[src/rtl/mem_copy_engine.sv]
// mem_copy_engine: data-segment bus master for block copy (overlap-safe) and block fill.
module mem_copy_engine #(
  parameter int WIDTH = 8,
  parameter int DEPTH = 32
) (
  input  logic             clk,
  input  logic             rst,
  input  logic             start,
  input  logic             mode,
  input  logic [WIDTH-1:0] src,
  input  logic [WIDTH-1:0] dst,
  input  logic [WIDTH-1:0] len,
  input  logic [WIDTH-1:0] fill_val,
  output logic             busy,
  output logic             done,
  output logic [WIDTH-1:0] mem_a,
  output logic             mem_we,
  output logic [WIDTH-1:0] mem_wd,
  input  logic [WIDTH-1:0] mem_rd
);
  localparam int AW = $clog2(DEPTH);
  localparam int CW = AW + 1;
  typedef enum logic [1:0] {S_IDLE, S_READ, S_WRITE, S_DONE} state_t;
  state_t           r_state;
  logic             r_mode;
  logic             r_desc;
  logic [AW-1:0]    r_src;
  logic [AW-1:0]    r_dst;
  logic [CW-1:0]    r_cnt;
  logic [WIDTH-1:0] r_data;
  logic [WIDTH-1:0] r_fill;
  logic [AW-1:0]    w_src;
  logic [AW-1:0]    w_dst;
  logic [AW-1:0]    w_span;
  logic [CW-1:0]    w_cnt;
  logic             w_desc;
  assign w_src  = AW'(src);
  assign w_dst  = AW'(dst);
  assign w_cnt  = (32'(len) >= 32'(DEPTH)) ? CW'(DEPTH) : CW'(len);
  assign w_span = AW'(w_cnt - CW'(1));
  // Copying toward higher addresses walks backwards so overlapping sources are read before being overwritten.
  assign w_desc = !mode && (w_dst > w_src);
  always_ff @(posedge clk or posedge rst) begin
    if (rst) begin
      r_state <= S_IDLE;
      r_mode  <= 1'b0;
      r_desc  <= 1'b0;
      r_src   <= '0;
      r_dst   <= '0;
      r_cnt   <= '0;
      r_data  <= '0;
      r_fill  <= '0;
    end else begin
      case (r_state)
        S_IDLE: if (start) begin
          r_mode  <= mode;
          r_fill  <= fill_val;
          r_desc  <= w_desc;
          r_cnt   <= w_cnt;
          r_src   <= w_desc ? w_src + w_span : w_src;
          r_dst   <= w_desc ? w_dst + w_span : w_dst;
          r_state <= (w_cnt == '0) ? S_DONE : mode ? S_WRITE : S_READ;
        end
        S_READ: begin
          r_data  <= mem_rd;
          r_state <= S_WRITE;
        end
        S_WRITE: begin
          r_cnt   <= r_cnt - CW'(1);
          r_src   <= r_desc ? r_src - AW'(1) : r_src + AW'(1);
          r_dst   <= r_desc ? r_dst - AW'(1) : r_dst + AW'(1);
          r_state <= (r_cnt == CW'(1)) ? S_DONE : r_mode ? S_WRITE : S_READ;
        end
        default: r_state <= S_IDLE;
      endcase
    end
  end
  assign busy   = r_state != S_IDLE;
  assign done   = r_state == S_DONE;
  assign mem_we = r_state == S_WRITE;
  assign mem_a  = (r_state == S_READ) ? WIDTH'(r_src) : (r_state == S_WRITE) ? WIDTH'(r_dst) : '0;
  assign mem_wd = (r_state == S_WRITE) ? (r_mode ? r_fill : r_data) : '0;
endmodule

[config.mk]
export PLATFORM = sky130hd
export DESIGN_NAME = mem_copy_engine
export DESIGN_NICKNAME = d
export VERILOG_FILES = /design/src/rtl/mem_copy_engine.sv
export SDC_FILE = /design/constraint.sdc
export NUM_CORES = 1
export LEC_CHECK = 0
export CAP_MARGIN = 20
export CORE_ASPECT_RATIO = 1.25
export CORE_MARGIN = 1
export CORE_UTILIZATION = 46
export DETAILED_ROUTE_END_ITERATION = 10
export HOLD_SLACK_MARGIN = 0.08
export PLACE_DENSITY_LB_ADDON = 0.25
export SYNTH_ARGS = -nofsm -noshare
export SYNTH_HDL_FRONTEND = slang
export SYNTH_SLANG_ARGS = --single-unit
[constraint.sdc]
create_clock -name clk -period 1.8 [get_ports clk]
set_input_delay 0.36 -clock clk [delete_from_list [all_inputs] [get_ports clk]]
set_output_delay 0.36 -clock clk [all_outputs]
set_load 0.02 [all_outputs]
# Word level (Yosys, flattened, before mapping)
# Index checks and enable logic that the tools add are counted.
[word_totals]
regBits = 36
input_bits = 44
elab_cells = 52
[classes]
n_addsub = 8
magnitude_cmp = 2
eq_ne = 5
muxes = 21
reduce_logical = 8
[ops]
columns = ["operator", "n"]
rows = [
  ["two-way mux 5 bit", 8],
  ["case mux 5 bit (2 select lines)", 2],
  ["two-way mux 8 bit", 2],
  ["subtractor 5 x 1 -> 5 bit (second input constant)", 3],
  ["two-way mux 6 bit", 2],
  ["case mux 6 bit (2 select lines)", 1],
  ["adder 5 x 1 -> 5 bit (second input constant)", 2],
  ["adder 5 bit", 2],
  ["two-way mux 2 bit", 5],
  [">= comparator 8 x 6 -> 1 bit (second input constant)", 1],
  ["== test 6 x 1 -> 1 bit (second input constant)", 1],
  ["logical NOT 6 bit", 1],
  ["case mux 2 bit (3 select lines)", 1],
  ["subtractor 6 x 1 -> 6 bit (second input constant)", 1],
  ["greater-than comparator 5 bit", 1],
  ["== test 2 bit (second input constant)", 2],
  ["AND reduction 2 bit", 2],
  ["nonzero test 2 bit", 2],
  ["== test 2 x 1 -> 1 bit (second input constant)", 1],
  ["logical NOT 2 bit", 1],
  ["!= test 2 bit (second input constant)", 1],
  ["logical AND 1 bit", 1],
  ["logical NOT 1 bit", 1],
]

# Depth between registers and ports, before layout
[logic_depth]
depth_word = 7
depth_mapped = 11
ltp_nobuf = 11

# Worst setup path after synthesis
# Ideal clock, no wire load.
[synth_timing]
kind = "input port to flip-flop"
from = "in len[6]"
to = "reg r_dst[4]"
arrival_time_ns = 2.243
slack_ns = -0.580
cell_stages = 10
n_path_buf = 0
cell_sequence = "nor3_4 > nand2_1 > ha_1 > inv_1 > fa_1 > a21o_1 > a21oi_1 > xnor2_1 > a21oi_1 > o211ai_1"
[synth_via]
elab_chain_len = 7
[synth_rtl]
columns = ["item", "line", "rtl"]
rows = [
  ["from (decl)", "12", "input logic [WIDTH-1:0] len,"],
  [">= comparator 8 x 6 -> 1 bit", "39", "assign w_cnt = (32'(len) >= 32'(DEPTH)) ? CW'(DEPTH) : CW'(len);"],
  ["two-way mux 6 bit", "39", ""],
  ["subtractor 5 x 1 -> 5 bit", "40", "assign w_span = AW'(w_cnt - CW'(1));"],
  ["adder 5 bit", "61", "r_dst <= w_desc ? w_dst + w_span : w_dst;"],
  ["two-way mux 5 bit", "61", ""],
  ["two-way mux 5 bit", "55", "S_IDLE: if (start) begin"],
  ["case mux 5 bit (2 select lines)", "54", "case (r_state)"],
  ["to (signal assigned)", "61", ""],
  ["to (signal assigned)", "71", "r_dst <= r_desc ? r_dst - AW'(1) : r_dst + AW'(1);"],
  ["to (decl)", "28", "logic [AW-1:0] r_dst;"],
]
# No other way between the ends. The select of a mux whose other input is x is not followed.
# A chain may end at the register's enable or synchronous reset.

# Final worst setup path
# Ends and elaborated chain as after synthesis.

==> impl_metrics.tcl <==
set metrics [dict create \
    grt_max_degree 37 \
    ant_nets 0 \
    status "finished, violations left" \
    final_cell_mix "buf_4 (50), nand2_1 (44), dfrtp_1 (35), clkdlybuf4s50_1 (22), nor2_1 (18)" \
    place_hpwl_um 5360 \
    drc 14 \
    period_share 1.15 \
    synth.avg_cell_area_um2 8.99 \
    first_global_vias 2528 \
    die_w_um 70.7 \
    wl_per_cell_um 15.3 \
    cp-start-kind "primary input" \
    h-tree-depth 2 \
    rsz0062_at_grt "yes" \
    area_growth_pct 46.2 \
    clk_pin_slew_ps 70 \
    syn_area_um2 2720 \
    hold_viol 0 \
    place_ws_ps -994 \
    fin_total_pwr_mw 5.78 \
    place_area_um2 3660 \
    clock-skew-final_ps 3.29 \
    cts_tree "yes" \
    core_um2 5560 \
    antennaDiodeCount 0 \
    pwr-share-clk 0.103 \
    leakagePower_nw 1.86 \
    violations "DRC, setup timing" \
    io_pins 63 \
    cts_root_buf "clkbuf_8" \
    drive_gt1_frac 0.339 \
    n_fill_cell 437 \
    criticalPathCategory "in2reg" \
    ys_warn_count 0 \
    rows 30 \
    ir_drop_v 0.000513 \
    numCtsBuffers 5 \
    synth_simple_gate_area_frac 0.166 \
    grt_pass1_wl_um 11800 \
    finalMaxSlewViolations 0 \
    ctsLongestPathBuffers 2 \
    cp-end-kind "flip-flop" \
    power_frac_comb 0.630 \
    cts_hold_buf 0 \
    synth.distinct_cells 50 \
    via_count 2565 \
    swShare 0.438 \
    p_seq_frac 0.267 \
    setup_viol 6 \
    grt_overflow 0 \
    layout_commonest_cell "buf_4" \
    die_area_um2 6220 \
    insertion_delay_ps 290 \
    crit_top_cell "buf_4" \
    netlist_instances 302 \
    synth.mux.area_fraction 0.0774 \
    synth_seq_cells 36 \
    place_congestion 0.868 \
    synth_flop_cell "dfrtp_1" \
    fin_nets 474 \
    crit_chain "buf_6 -> nor3_4 -> buf_4 -> buf_4 -> nand2_2 -> xnor2_4 -> ha_4 -> a21o_1 -> a21oi_2 -> xnor2_1 -> a21oi_1 -> o211ai_1" \
    die_h_um 87.9 \
    drt-total-wl_um 7160 \
    drt_first_pass_iters 7 \
    synth_top_family_by_area "compound AO/OA/AOI/OAI gates" \
    synthAdderAreaFrac 0.135 \
    max_stage_delay_ps 260 \
    synth_compound_area_frac 0.192 \
    grt.total_usage 0.244 \
    vias_per_cell 5.48 \
    portBuffers 53 \
    power.net_switching_mw 2.53 \
    timing.fmax_mhz 481 \
    synth-xor-area-share 0.0387 \
    yosysSeqAreaShare 0.332 \
    fin_tns_setup_ps -1260 \
    final_cell_area_um2 3970 \
    fin_ws_ps -278 \
    p_int_mw 3.25 \
    drt_iter0_drc 155 \
    cpMaxStageDelayCell "ha_4" \
    power_density_nw_per_um2 1460 \
    maxCapViolCount 0 \
    grt_antenna_before_repair 0 \
    cts_sinks 36 \
    crit_arrival_ps 2240 \
    cp.required_ps 1970 \
    cp_max_fo 7 \
    period_minus_slack_ps 2080 \
    start_util 0.489 \
    holdWs_ps 478 \
    synth_edf_count 0 \
    async_reset_ff_frac 1.00 \
    worstHoldPathType "in2async" \
]
-- synthesized netlist by cell type (all sizes together), types with 4 or more instances --
library cell | n | area (µm²)
nor2b | 4 | 25.0
inv | 19 | 71.3
o211ai | 8 | 60.1
nand2 | 47 | 176
mux2 | 8 | 90.1
xnor2 | 6 | 52.6
a221oi | 4 | 53.8
buf | 12 | 75.1
o21ai | 13 | 68.8
or3 | 4 | 25.0
nand3 | 5 | 25.0
a21o | 9 | 67.6
xor2 | 6 | 52.6
mux2i | 12 | 120
ha | 23 | 288
nor3 | 6 | 41.3
nor2 | 21 | 81.3
a21oi | 23 | 130
fa | 4 | 80.1
dfrtp | 36 | 901
-- worst max-delay path, delay by kind of cell --
family | cells | cell delay [ps]
AOI/OAI and AO/OA | 4 | 580
xor gates and xnor gates | 2 | 330
adders and majority gates | 1 | 260
buffers and inverters | 3 | 370
and+or+nand+nor | 2 | 320
-- state kept, by name, indices dropped and copies added, names as in the netlist --
name     cells
r_state      2
r_data       8
r_desc       1
r_mode       1
r_src        5
r_cnt        6
r_dst        5
r_fill       8
-- kinds of logic after synthesis --
family	count (synthesis)
adders and majority gates	27
DFF	36
muxes	20
buffers and inverters	34
other	1
xor gates and xnor gates	12
and+or+nand+nor	98
AOI/OAI and AO/OA	74
-- routing by layer --
layer	vias to the layer above	GRT usage	part of all wire
li1	1270	-	-
met1	1218	0.268	0.40
met2	68	0.466	0.54
met3	9	0.0380	0.039
met4	0	0.102	0.017
met5	-	0	0
-- layout make-up --
cell class              instances  area, µm²  area share
flip-flops and latches         36        902       0.227
inverters                      19       78.8      0.0198
clock buffers                   6       82.6      0.0208
well taps                      64       80.1      0.0202
clock inverters                 2       10.0     0.00252
multi-input cells             234       1930       0.486
repair buffers                107        888       0.224
-- stage by stage --
step,std cells,utilization
after floorplan,304,-
after global placement,455,0.659
after detailed placement,455,0.659
after CTS,466,0.692
after global routing,468,0.715
final,468,0.715
-- what timing repair did --
action	4_1_cts	5_1_grt
pin swaps	26	15
gates cloned	1	0
endpoints found under the setup margin	27	13
gates resized for setup	107	23
buffers inserted	2	2
-- power groups by stage --
stage               sequential, mW  clock (mW)  combinational [mW]
floorplan                     1.46           0                2.31
global placement              1.53           0                3.52
detailed placement            1.55           0                3.61
CTS                           1.54       0.610                3.53
global route                  1.59       0.638                4.00
finish                        1.55       0.594                3.64
-- final timing paths --
check / start / end / slack, ps / depth (start not counted)
min reg2reg: r_fill[3]$_DFFE_PP0P_ / r_fill[3]$_DFFE_PP0P_ / 480 / 2
max reg2reg: r_desc$_DFFE_PP0P_ / r_src[4]$_DFFE_PP0P_ / -100 / 8
max in group asynchronous: rst / r_mode$_DFFE_PP0P_ / 990 / 3
min in group clk: r_fill[3]$_DFFE_PP0P_ / r_fill[3]$_DFFE_PP0P_ / 480 / 2
max: len[6] / r_dst[4]$_DFFE_PP0P_ / -280 / 12
min: rst / r_data[6]$_DFFE_PP0P_ / 480 / 3
(Power assumes the default switching activity.)
